File: src/rtl/fg_cfg_bus_writer_pkg.sv
// Shared types and helpers for the function generator config bus writer.
// Register k lives in the image byte counted from the MSB end.
package fg_cfg_pkg;

  localparam int NUM_REGS = 8;
  localparam int ADDR_W   = 3;
  localparam int BYTE_W   = 8;
  localparam int IMG_W    = NUM_REGS * BYTE_W;

  typedef enum logic [2:0] {
    IDLE,
    SETUP,
    STROBE,
    HOLD,
    DONE
  } state_t;

  // CR0 is the MSB byte, so byte k starts at bit 8*(7-k)
  function automatic logic [BYTE_W-1:0] cfg_byte(
    input logic [IMG_W-1:0]  image,
    input logic [ADDR_W-1:0] k
  );
    logic [5:0] lsb;
    lsb = {~k, 3'b000};
    return image[lsb +: BYTE_W];
  endfunction

endpackage

File: src/rtl/fg_cfg_bus_writer_if.sv
// Request handshake plus parallel config bus of the writer.
// master = requesting host, slave = the writer itself.
interface fg_cfg_bus_writer_if;
  import fg_cfg_pkg::*;

  logic [IMG_W-1:0]    cfg_i;
  logic [NUM_REGS-1:0] mask_i;
  logic                start_valid_i;
  logic                start_ready_o;
  logic                busy_o;
  logic                done_o;
  logic [BYTE_W-1:0]   bus_data_o;
  logic [ADDR_W-1:0]   bus_addr_o;
  logic                bus_wr_o;

  modport master (
    output cfg_i,
    output mask_i,
    output start_valid_i,
    input  start_ready_o,
    input  busy_o,
    input  done_o,
    input  bus_data_o,
    input  bus_addr_o,
    input  bus_wr_o
  );

  modport slave (
    input  cfg_i,
    input  mask_i,
    input  start_valid_i,
    output start_ready_o,
    output busy_o,
    output done_o,
    output bus_data_o,
    output bus_addr_o,
    output bus_wr_o
  );

endinterface

File: src/rtl/fg_cfg_bus_writer_next_reg_sel.sv
// Finds the lowest set bit of the remaining-register mask.
// Purely combinational; the writer registers the result.
module fg_next_reg_sel
  import fg_cfg_pkg::*;
(
  input  logic [NUM_REGS-1:0] vec,
  output logic                found,
  output logic [ADDR_W-1:0]   idx
);

  // scan downward so the lowest set index wins
  always_comb begin
    found = |vec;
    idx   = '0;
    for (int i = NUM_REGS - 1; i >= 0; i--) begin
      if (vec[i]) idx = ADDR_W'(i);
    end
  end

endmodule

File: src/rtl/fg_cfg_bus_writer.sv
// Sequences timed writes of a captured config image onto the
// generator's parallel config bus, one register per set mask bit.
module fg_cfg_bus_writer
  import fg_cfg_pkg::*;
#(
  parameter int SETUP_CYCLES  = 2,
  parameter int STROBE_CYCLES = 4,
  parameter int HOLD_CYCLES   = 4
) (
  input  logic                 clk,
  input  logic                 rst_n,
  fg_cfg_bus_writer_if.slave   bus
);

  localparam int MAX_A = (SETUP_CYCLES > STROBE_CYCLES) ?
                         SETUP_CYCLES : STROBE_CYCLES;
  localparam int MAX_L = (MAX_A > HOLD_CYCLES) ? MAX_A : HOLD_CYCLES;
  localparam int CNT_W = $clog2(MAX_L + 1);

  localparam logic [CNT_W-1:0] SETUP_LD  = CNT_W'(SETUP_CYCLES - 1);
  localparam logic [CNT_W-1:0] STROBE_LD = CNT_W'(STROBE_CYCLES - 1);
  localparam logic [CNT_W-1:0] HOLD_LD   = CNT_W'(HOLD_CYCLES - 1);

  state_t              state;
  logic [CNT_W-1:0]    cnt;
  logic [IMG_W-1:0]    img;
  logic [NUM_REGS-1:0] rem;
  logic [NUM_REGS-1:0] scan_vec;
  logic                found;
  logic [ADDR_W-1:0]   idx;
  logic [BYTE_W-1:0]   data;
  logic [ADDR_W-1:0]   addr;
  logic                wr;
  logic                done;
  logic                ready;
  logic                busy;
  logic                accept;
  logic                cnt_zero;

  assign accept   = bus.start_valid_i && ready;
  assign cnt_zero = (cnt == '0);

  // idle: scan the incoming mask; otherwise scan with the served bit cleared
  always_comb begin
    scan_vec = bus.mask_i;
    if (state != IDLE) begin
      scan_vec = rem & ~(NUM_REGS'(1) << addr);
    end
  end

  fg_next_reg_sel u_sel (
    .vec   (scan_vec),
    .found (found),
    .idx   (idx)
  );

  // phase sequencer; every bus and status output is a flop
  always_ff @(posedge clk) begin
    if (!rst_n) begin
      state <= IDLE;
      cnt   <= '0;
      img   <= '0;
      rem   <= '0;
      data  <= '0;
      addr  <= '0;
      wr    <= 1'b0;
      done  <= 1'b0;
      ready <= 1'b1;
      busy  <= 1'b0;
    end else begin
      unique case (state)
        IDLE: begin
          if (accept) begin
            img   <= bus.cfg_i;
            rem   <= bus.mask_i;
            ready <= 1'b0;
            busy  <= 1'b1;
            if (found) begin
              state <= SETUP;
              cnt   <= SETUP_LD;
              addr  <= idx;
              data  <= cfg_byte(bus.cfg_i, idx);
            end else begin
              state <= DONE;
              done  <= 1'b1;
            end
          end
        end
        SETUP: begin
          if (cnt_zero) begin
            state <= STROBE;
            cnt   <= STROBE_LD;
            wr    <= 1'b1;
          end else begin
            cnt <= cnt - CNT_W'(1);
          end
        end
        STROBE: begin
          if (cnt_zero) begin
            state <= HOLD;
            cnt   <= HOLD_LD;
            wr    <= 1'b0;
          end else begin
            cnt <= cnt - CNT_W'(1);
          end
        end
        HOLD: begin
          if (cnt_zero) begin
            rem <= scan_vec;
            if (found) begin
              state <= SETUP;
              cnt   <= SETUP_LD;
              addr  <= idx;
              data  <= cfg_byte(img, idx);
            end else begin
              state <= DONE;
              done  <= 1'b1;
              addr  <= '0;
              data  <= '0;
            end
          end else begin
            cnt <= cnt - CNT_W'(1);
          end
        end
        DONE: begin
          state <= IDLE;
          done  <= 1'b0;
          busy  <= 1'b0;
          ready <= 1'b1;
        end
        default: begin
          state <= IDLE;
          wr    <= 1'b0;
          done  <= 1'b0;
          busy  <= 1'b0;
          ready <= 1'b1;
        end
      endcase
    end
  end

  assign bus.start_ready_o = ready;
  assign bus.busy_o        = busy;
  assign bus.done_o        = done;
  assign bus.bus_data_o    = data;
  assign bus.bus_addr_o    = addr;
  assign bus.bus_wr_o      = wr;

endmodule

File: src/flat_wrapper.sv
// flat-port wrapper written by rule: the top's interface ports become plain ports
module fg_cfg_bus_writer_flat import fg_cfg_pkg::*;
#(
  parameter int SETUP_CYCLES  = 2,
  parameter int STROBE_CYCLES = 4,
  parameter int HOLD_CYCLES   = 4
)
  (clk, rst_n, bus_cfg_i, bus_mask_i, bus_start_valid_i, bus_start_ready_o, bus_busy_o, bus_done_o, bus_bus_data_o, bus_bus_addr_o, bus_bus_wr_o);
  fg_cfg_bus_writer_if bus_i ();
  input  logic clk;
  input  logic rst_n;
  input wire logic [$bits(bus_i.cfg_i)-1:0] bus_cfg_i;
  input wire logic [$bits(bus_i.mask_i)-1:0] bus_mask_i;
  input wire logic [$bits(bus_i.start_valid_i)-1:0] bus_start_valid_i;
  output wire logic [$bits(bus_i.start_ready_o)-1:0] bus_start_ready_o;
  output wire logic [$bits(bus_i.busy_o)-1:0] bus_busy_o;
  output wire logic [$bits(bus_i.done_o)-1:0] bus_done_o;
  output wire logic [$bits(bus_i.bus_data_o)-1:0] bus_bus_data_o;
  output wire logic [$bits(bus_i.bus_addr_o)-1:0] bus_bus_addr_o;
  output wire logic [$bits(bus_i.bus_wr_o)-1:0] bus_bus_wr_o;
  assign bus_i.cfg_i = bus_cfg_i;
  assign bus_i.mask_i = bus_mask_i;
  assign bus_i.start_valid_i = bus_start_valid_i;
  assign bus_start_ready_o = bus_i.start_ready_o;
  assign bus_busy_o = bus_i.busy_o;
  assign bus_done_o = bus_i.done_o;
  assign bus_bus_data_o = bus_i.bus_data_o;
  assign bus_bus_addr_o = bus_i.bus_addr_o;
  assign bus_bus_wr_o = bus_i.bus_wr_o;
  fg_cfg_bus_writer #(.SETUP_CYCLES(SETUP_CYCLES), .STROBE_CYCLES(STROBE_CYCLES), .HOLD_CYCLES(HOLD_CYCLES)) u_core (.clk(clk), .rst_n(rst_n), .bus(bus_i));
endmodule
File: config.mk
export PLATFORM = sky130hd
export DESIGN_NAME = fg_cfg_bus_writer_flat
export DESIGN_NICKNAME = d
export VERILOG_FILES = /design/src/rtl/fg_cfg_bus_writer_pkg.sv /design/src/rtl/fg_cfg_bus_writer_if.sv /design/src/rtl/fg_cfg_bus_writer_next_reg_sel.sv /design/src/rtl/fg_cfg_bus_writer.sv /design/src/flat_wrapper.sv
export SDC_FILE = /design/constraint.sdc
export NUM_CORES = 1
export LEC_CHECK = 0
export CAP_MARGIN = 10
export CELL_PAD_IN_SITES_DETAIL_PLACEMENT = 1
export CELL_PAD_IN_SITES_GLOBAL_PLACEMENT = 1
export CORE_MARGIN = 2
export CORE_UTILIZATION = 29
export DETAILED_ROUTE_END_ITERATION = 6
export HOLD_SLACK_MARGIN = 0.08
export PLACE_DENSITY = 0.64
export SYNTH_ARGS = -nofsm -noshare
export SYNTH_HDL_FRONTEND = slang
export SYNTH_SLANG_ARGS = --single-unit
File: constraint.sdc
create_clock -name clk -period 4.3 [get_ports clk]
set_input_delay 0.86 -clock clk [delete_from_list [all_inputs] [get_ports clk]]
set_output_delay 0.86 -clock clk [all_outputs]
set_load 0.01 [all_outputs]
# Word level (Yosys, flattened, before mapping)
# Cells that the tools add are included.
# op_classes
n_addsub	1
n_eq_ne	9
shifts	3
muxes	44
bitwise_logic	6
n_reduce_logical	18
# ops
op	count
$shiftx A64 B7 Y8	2
$mux W3	21
$mux W8	7
$pmux W8 S2	2
$pmux W3 S4	1
$ne A2 B1 Y1 const B	5
$pmux W3 S3	1
$reduce_and A3 Y1	3
$and A8 B8 Y8	1
$not A8 Y8	1
$reduce_and A4 Y1	2
$reduce_or A8 Y1	1
$shl A1 B3 Y8 const A	1
$mux W1	7
$eq A3 B2 Y1 const B	2
$logic_not A3 Y1	2
$pmux W1 S3	2
$pmux W3 S2	1
$reduce_and A2 Y1	3
$reduce_bool A3 Y1	2
$reduce_or A3 Y1	2
$pmux W1 S2	2
$eq A3 B1 Y1 const B	1
$eq A3 B3 Y1 const B	1
other kinds (6)	8
# totals
ff_bits	93
in_bits	75
output_inout_bits	15
elab_cells	91

# Logic depth before layout (Yosys ltp)
# depth
word_depth	17
depth_mapped	12
mapped_depth_nobuf	10

# Cells and area by module
# Synthesis repeated with hierarchy kept, for this count alone.
# hier_totals
cells_unflattened	577
area_unflattened_um2	4909.7
# modules_own_cells
module	instances	cells_per_inst	area_each_um2	seq_area_each_um2
fg_cfg_bus_writer	1	564	4828.4	1861.8
fg_next_reg_sel	1	13	81.3	0.0

# Worst setup path after synthesis
# OpenSTA, ideal clock, no wires.
# synth_timing
path_kind	input to register
from	in bus_mask_i[0]
to	reg u_core.data[0] (netlist: u_core.bus.bus_data_o[0])
setup_time_ns	0.129
arrival_ns	2.377
required_time_ns	4.171
path_slack_ns	1.794
path_stages	10
path_buffers	2
path_cell_list	nor2_1 > nor2_1 > a21o_1 > or3_4 > buf_6 > buf_6 > mux2i_1 > mux2i_1 > a22oi_1 > o211ai_1
# synth_via
elab_chain_cells	7
elab_cells_between_ends	13
classes_between	eq/ne (1); shift (2); mux (7); bitwise (1); reduce/logical (2)
# synth_lines
element	line_no	rtl
start: declaration	flat_wrapper.sv:13	input wire logic [$bits(bus_i.mask_i)-1:0] bus_mask_i;
$mux W8 *	fg_cfg_bus_writer.sv:46	if (state != IDLE) begin
$mux W3	fg_cfg_bus_writer_next_reg_sel.sv:16	if (vec[i]) idx = ADDR_W'(i);
$not A3 Y3	fg_cfg_bus_writer_pkg.sv:24	lsb = {~k, 3'b000};
$shiftx A64 B7 Y8	fg_cfg_bus_writer_pkg.sv:25	return image[lsb +: BYTE_W];
$mux W8, on equally long branches	fg_cfg_bus_writer.sv:110, fg_cfg_bus_writer.sv:78	
$mux W8, on equally long branches	fg_cfg_bus_writer.sv:108, fg_cfg_bus_writer.sv:73	
$pmux W8 S2	fg_cfg_bus_writer.sv:71	unique case (state)
end signal: assignment	fg_cfg_bus_writer.sv:82	data <= cfg_byte(bus.cfg_i, idx);
end signal: assignment	fg_cfg_bus_writer.sv:114	data <= cfg_byte(img, idx);
end: declaration	fg_cfg_bus_writer.sv:31	logic [BYTE_W-1:0] data;
# Mark *: on every way between the ends. The rest lies on a longest branch, timed or not. The select of a mux whose other input is x is not followed.
# A chain may end at the register's enable or synchronous reset.

# Final worst setup path
# layout_timing
from	reg u_core.addr[0] (netlist: u_core.bus.bus_addr_o[0])
to	reg u_core.data[7] (netlist: u_core.bus.bus_data_o[7])
# layout_via
elab_chain_cells	17
elab_cells_between_ends	23
classes_between	eq/ne (1); shift (3); mux (14); bitwise (3); reduce/logical (2)
# layout_lines
element	line_no	rtl
start: declaration	fg_cfg_bus_writer.sv:32	logic [ADDR_W-1:0] addr;
start signal: assignment	fg_cfg_bus_writer.sv:81	addr <= idx;
start signal: assignment	fg_cfg_bus_writer.sv:113	addr <= idx;
$shl A1 B3 Y8 *	fg_cfg_bus_writer.sv:47	scan_vec = rem & ~(NUM_REGS'(1) << addr);
$not A8 Y8 *	fg_cfg_bus_writer.sv:47	
$and A8 B8 Y8 *	fg_cfg_bus_writer.sv:47	
$mux W8 *	fg_cfg_bus_writer.sv:46	
$mux W3 (8 in series)	fg_cfg_bus_writer_next_reg_sel.sv:16	
$not A3 Y3	fg_cfg_bus_writer_pkg.sv:24	
$shiftx A64 B7 Y8	fg_cfg_bus_writer_pkg.sv:25	
$mux W8, on equally long branches	fg_cfg_bus_writer.sv:110, fg_cfg_bus_writer.sv:78	
$mux W8, on equally long branches	fg_cfg_bus_writer.sv:108, fg_cfg_bus_writer.sv:73	
$pmux W8 S2	fg_cfg_bus_writer.sv:71	
# Marks and branches as above.

==> results_dict.tcl <==
set metrics [dict create \
    yosysTopAreaCell "dfxtp_1" \
    hold_buffers 0 \
    n_antenna_cell 0 \
    start_util_pct 29.8 \
    syn_inst 665 \
    power.switching_mw 2.33 \
    via_count 4939 \
    die_h_um 135 \
    finalCritPeriodShare_pct 80.2 \
    critPathArrivalTime_ns 3.69 \
    yosysWarnings 0 \
    ys_top_cells_by_count "nand2_1 (198), dfxtp_1 (93), a21oi_1 (82)" \
    powerDensity_nw_per_um2 785 \
    max_cap_viol_count 0 \
    hold-worst-slack_ns 0.456 \
    coreArea_um2 16700 \
    fin_util_pct 37.6 \
    p_seq_share_pct 28.7 \
    crit_fanout 22 \
    area_delta_synth_final_pct 26.3 \
    status "complete, no violations" \
    tightestPinTransition_ns 0.979 \
    p_int_mw 2.60 \
    syn_nets 742 \
    remaining_drc_errors 0 \
    ctsRootBufferMaster "clkbuf_16" \
    hp-class "register to register" \
    detail_route.wl_per_cell_um 18.3 \
    io_buffers 89 \
    die_x_um 135 \
    htreeDepth 3 \
    setup_viol 0 \
    maxSlewViolCount 0 \
    critPathRequiredTime_ns 4.54 \
    async_reset_ff_share_pct 0 \
    grt_max_degree 80 \
    antenna_found_initial 0 \
    hpwlAfterDp_um 13000 \
    avgViaCountPerCell 5.16 \
    synth_cell_types 50 \
    path_clk_slew_ns 0.07 \
    ys_seq_area_share_pct 37.4 \
    clkPwrFrac_pct 15.3 \
    cp-start-kind "register" \
    skew_ns 0.00642 \
    finalHoldViolCount 0 \
    p_leak_nw 2.52 \
    grt_use_total_pct 19.5 \
    power_frac_comb_pct 56.0 \
    grt_pass1_vias 5174 \
    slew_headroom_pct 34.4 \
    synth_top_area_share_pct 37.4 \
    synth_area_um2 4970 \
    synth_edf_count 0 \
    clkLatencyLatePin_ns 0.35 \
    clock-sinks 93 \
    ant_nets 0 \
    cts_resized 0 \
    ys_ff_latch 93 \
    ir_drop_mv 0.408 \
    syn_avg_cell_area_um2 7.48 \
    tns_ns 0 \
    cts_buffer_depth 2 \
    rows 47 \
    ios 90 \
    fmax_mhz 290 \
    numCtsBuffers 9 \
    gp_congestion 0.931 \
    grt_overflow 0 \
    synth_flop_cell "dfxtp_1" \
    nets 809 \
    dr.pass1.iters 4 \
    cp-end-kind "register" \
    die-area_um2 18200 \
    criticalPathCategory "register to register" \
    min_period_ns 3.45 \
    rsz0062_at_grt "no" \
    synth.area.top_cells "dfxtp_1 (37%), nand2_1 (15%), mux2i_1 (12%)" \
    swShare_pct 47.2 \
    cts_tree "done" \
    yosysMostFrequentCell "nand2_1" \
    post-cts-setup-buffers 0 \
    drt_iter0_markers 270 \
    slowest_delay_ns 0.84 \
    worstPathCellList "nor2_1, a221oi_1, a31oi_1, o211ai_4, buf_4, and2_1, nand3_1, a32oi_1, o21ai_1" \
    drive_gt1_share_pct 4.75 \
    grt_first_pass_wirelength_um 27900 \
    totalWireLength_um 17500 \
    worst_path_max_delay_cell "o211ai_4" \
]
critical path: cells and delay by family, from the launching register on:
family                 cells  cell delay (ns)
buffers and inverters      1             0.40
flip-flops                 1             0.76
AND/OR/NAND/NOR            3             0.51
AO/OA/AOI/OAI              5             1.67
kinds of logic (layout without fill, tap and decap cells):
kind of cell               after synthesis  in the layout  synth area share (%)
buffers and inverters                   50            122                  4.90
adders and majority gates                2              2                 0.503
AOI/OAI and AO/OA                      160            160                  19.7
DFF                                     93             93                  37.4
xor gates and xnor gates                 1              1                 0.176
and+or+nand+nor                        295            295                  24.3
muxes                                   64             64                  13.0
cells in the final DEF, fill, tap and decap left out, drive strengths merged, types with 4 or more instances in the layout:
| cell type | n |
|---|---|
| a21o | 5 |
| a21oi | 82 |
| a22oi | 9 |
| a31oi | 11 |
| a32oi | 6 |
| and2 | 4 |
| buf | 9 |
| clkbuf | 10 |
| clkdlybuf4s50 | 89 |
| dfxtp | 93 |
| inv | 9 |
| mux2i | 61 |
| nand2 | 198 |
| nand2b | 5 |
| nand3 | 23 |
| nor2 | 47 |
| nor2b | 7 |
| o211ai | 7 |
| o21ai | 17 |
stage by stage:
stage               power (mW)  worst slack, ns  instance area (um^2)  cells
finish                    4.93            0.851                  6280    957
global route              5.33            0.576                  6280    957
CTS                       4.97            0.806                  6280    957
detailed placement        4.20            0.774                  6010    941
global placement          4.10            0.851                  6010    941
floorplan                 3.42             1.79                  4970    665
power groups by stage:
stage / sequential (mW) / combinational, mW / clock, mW
2_1_floorplan: 1.32 / 2.10 / 0
3_3_place_gp: 1.42 / 2.68 / 0
3_5_place_dp: 1.43 / 2.77 / 0
4_1_cts: 1.41 / 2.78 / 0.775
5_1_grt: 1.46 / 3.07 / 0.804
6_report: 1.42 / 2.76 / 0.754
routing by layer:
layer,track usage [%],share of wire [%]
met1,27.8,49
met2,30.4,45
met3,3.68,4.6
met4,5.21,1.3
met5,0,0
flip-flops by register name (all words and copies together), names as in the netlist, 3 cells and up:
name	count
u_core.bus.bus_data_o	8
u_core.img	64
u_core.bus.bus_addr_o	3
u_core.rem	8
u_core.cnt	3
u_core.state	3
final cells by class:
class / count / area, um^2
clock buffer: 10 / 229
clock inverter: 6 / 38.8
fill: 2075 / 10400
inverter: 8 / 30.0
multi-input combinational: 522 / 2890
sequential: 93 / 1860
tap: 220 / 275
timing repair buffer: 98 / 958
worst paths after layout:
| kind | from | endpoint | slack (ns) | cells past startpoint |
|---|---|---|---|---|
| worst max register to register | u_core.bus.bus_addr_o[0] | u_core.bus.bus_data_o[7] | 0.85 | 9 |
| worst max-delay path | u_core.bus.bus_addr_o[0] | u_core.bus.bus_data_o[7] | 0.85 | 9 |
| worst min-delay path | u_core.img[47] | u_core.img[47] | 0.46 | 2 |
| worst min register to register | u_core.img[47] | u_core.img[47] | 0.46 | 2 |
(Power assumes the default switching activity.)
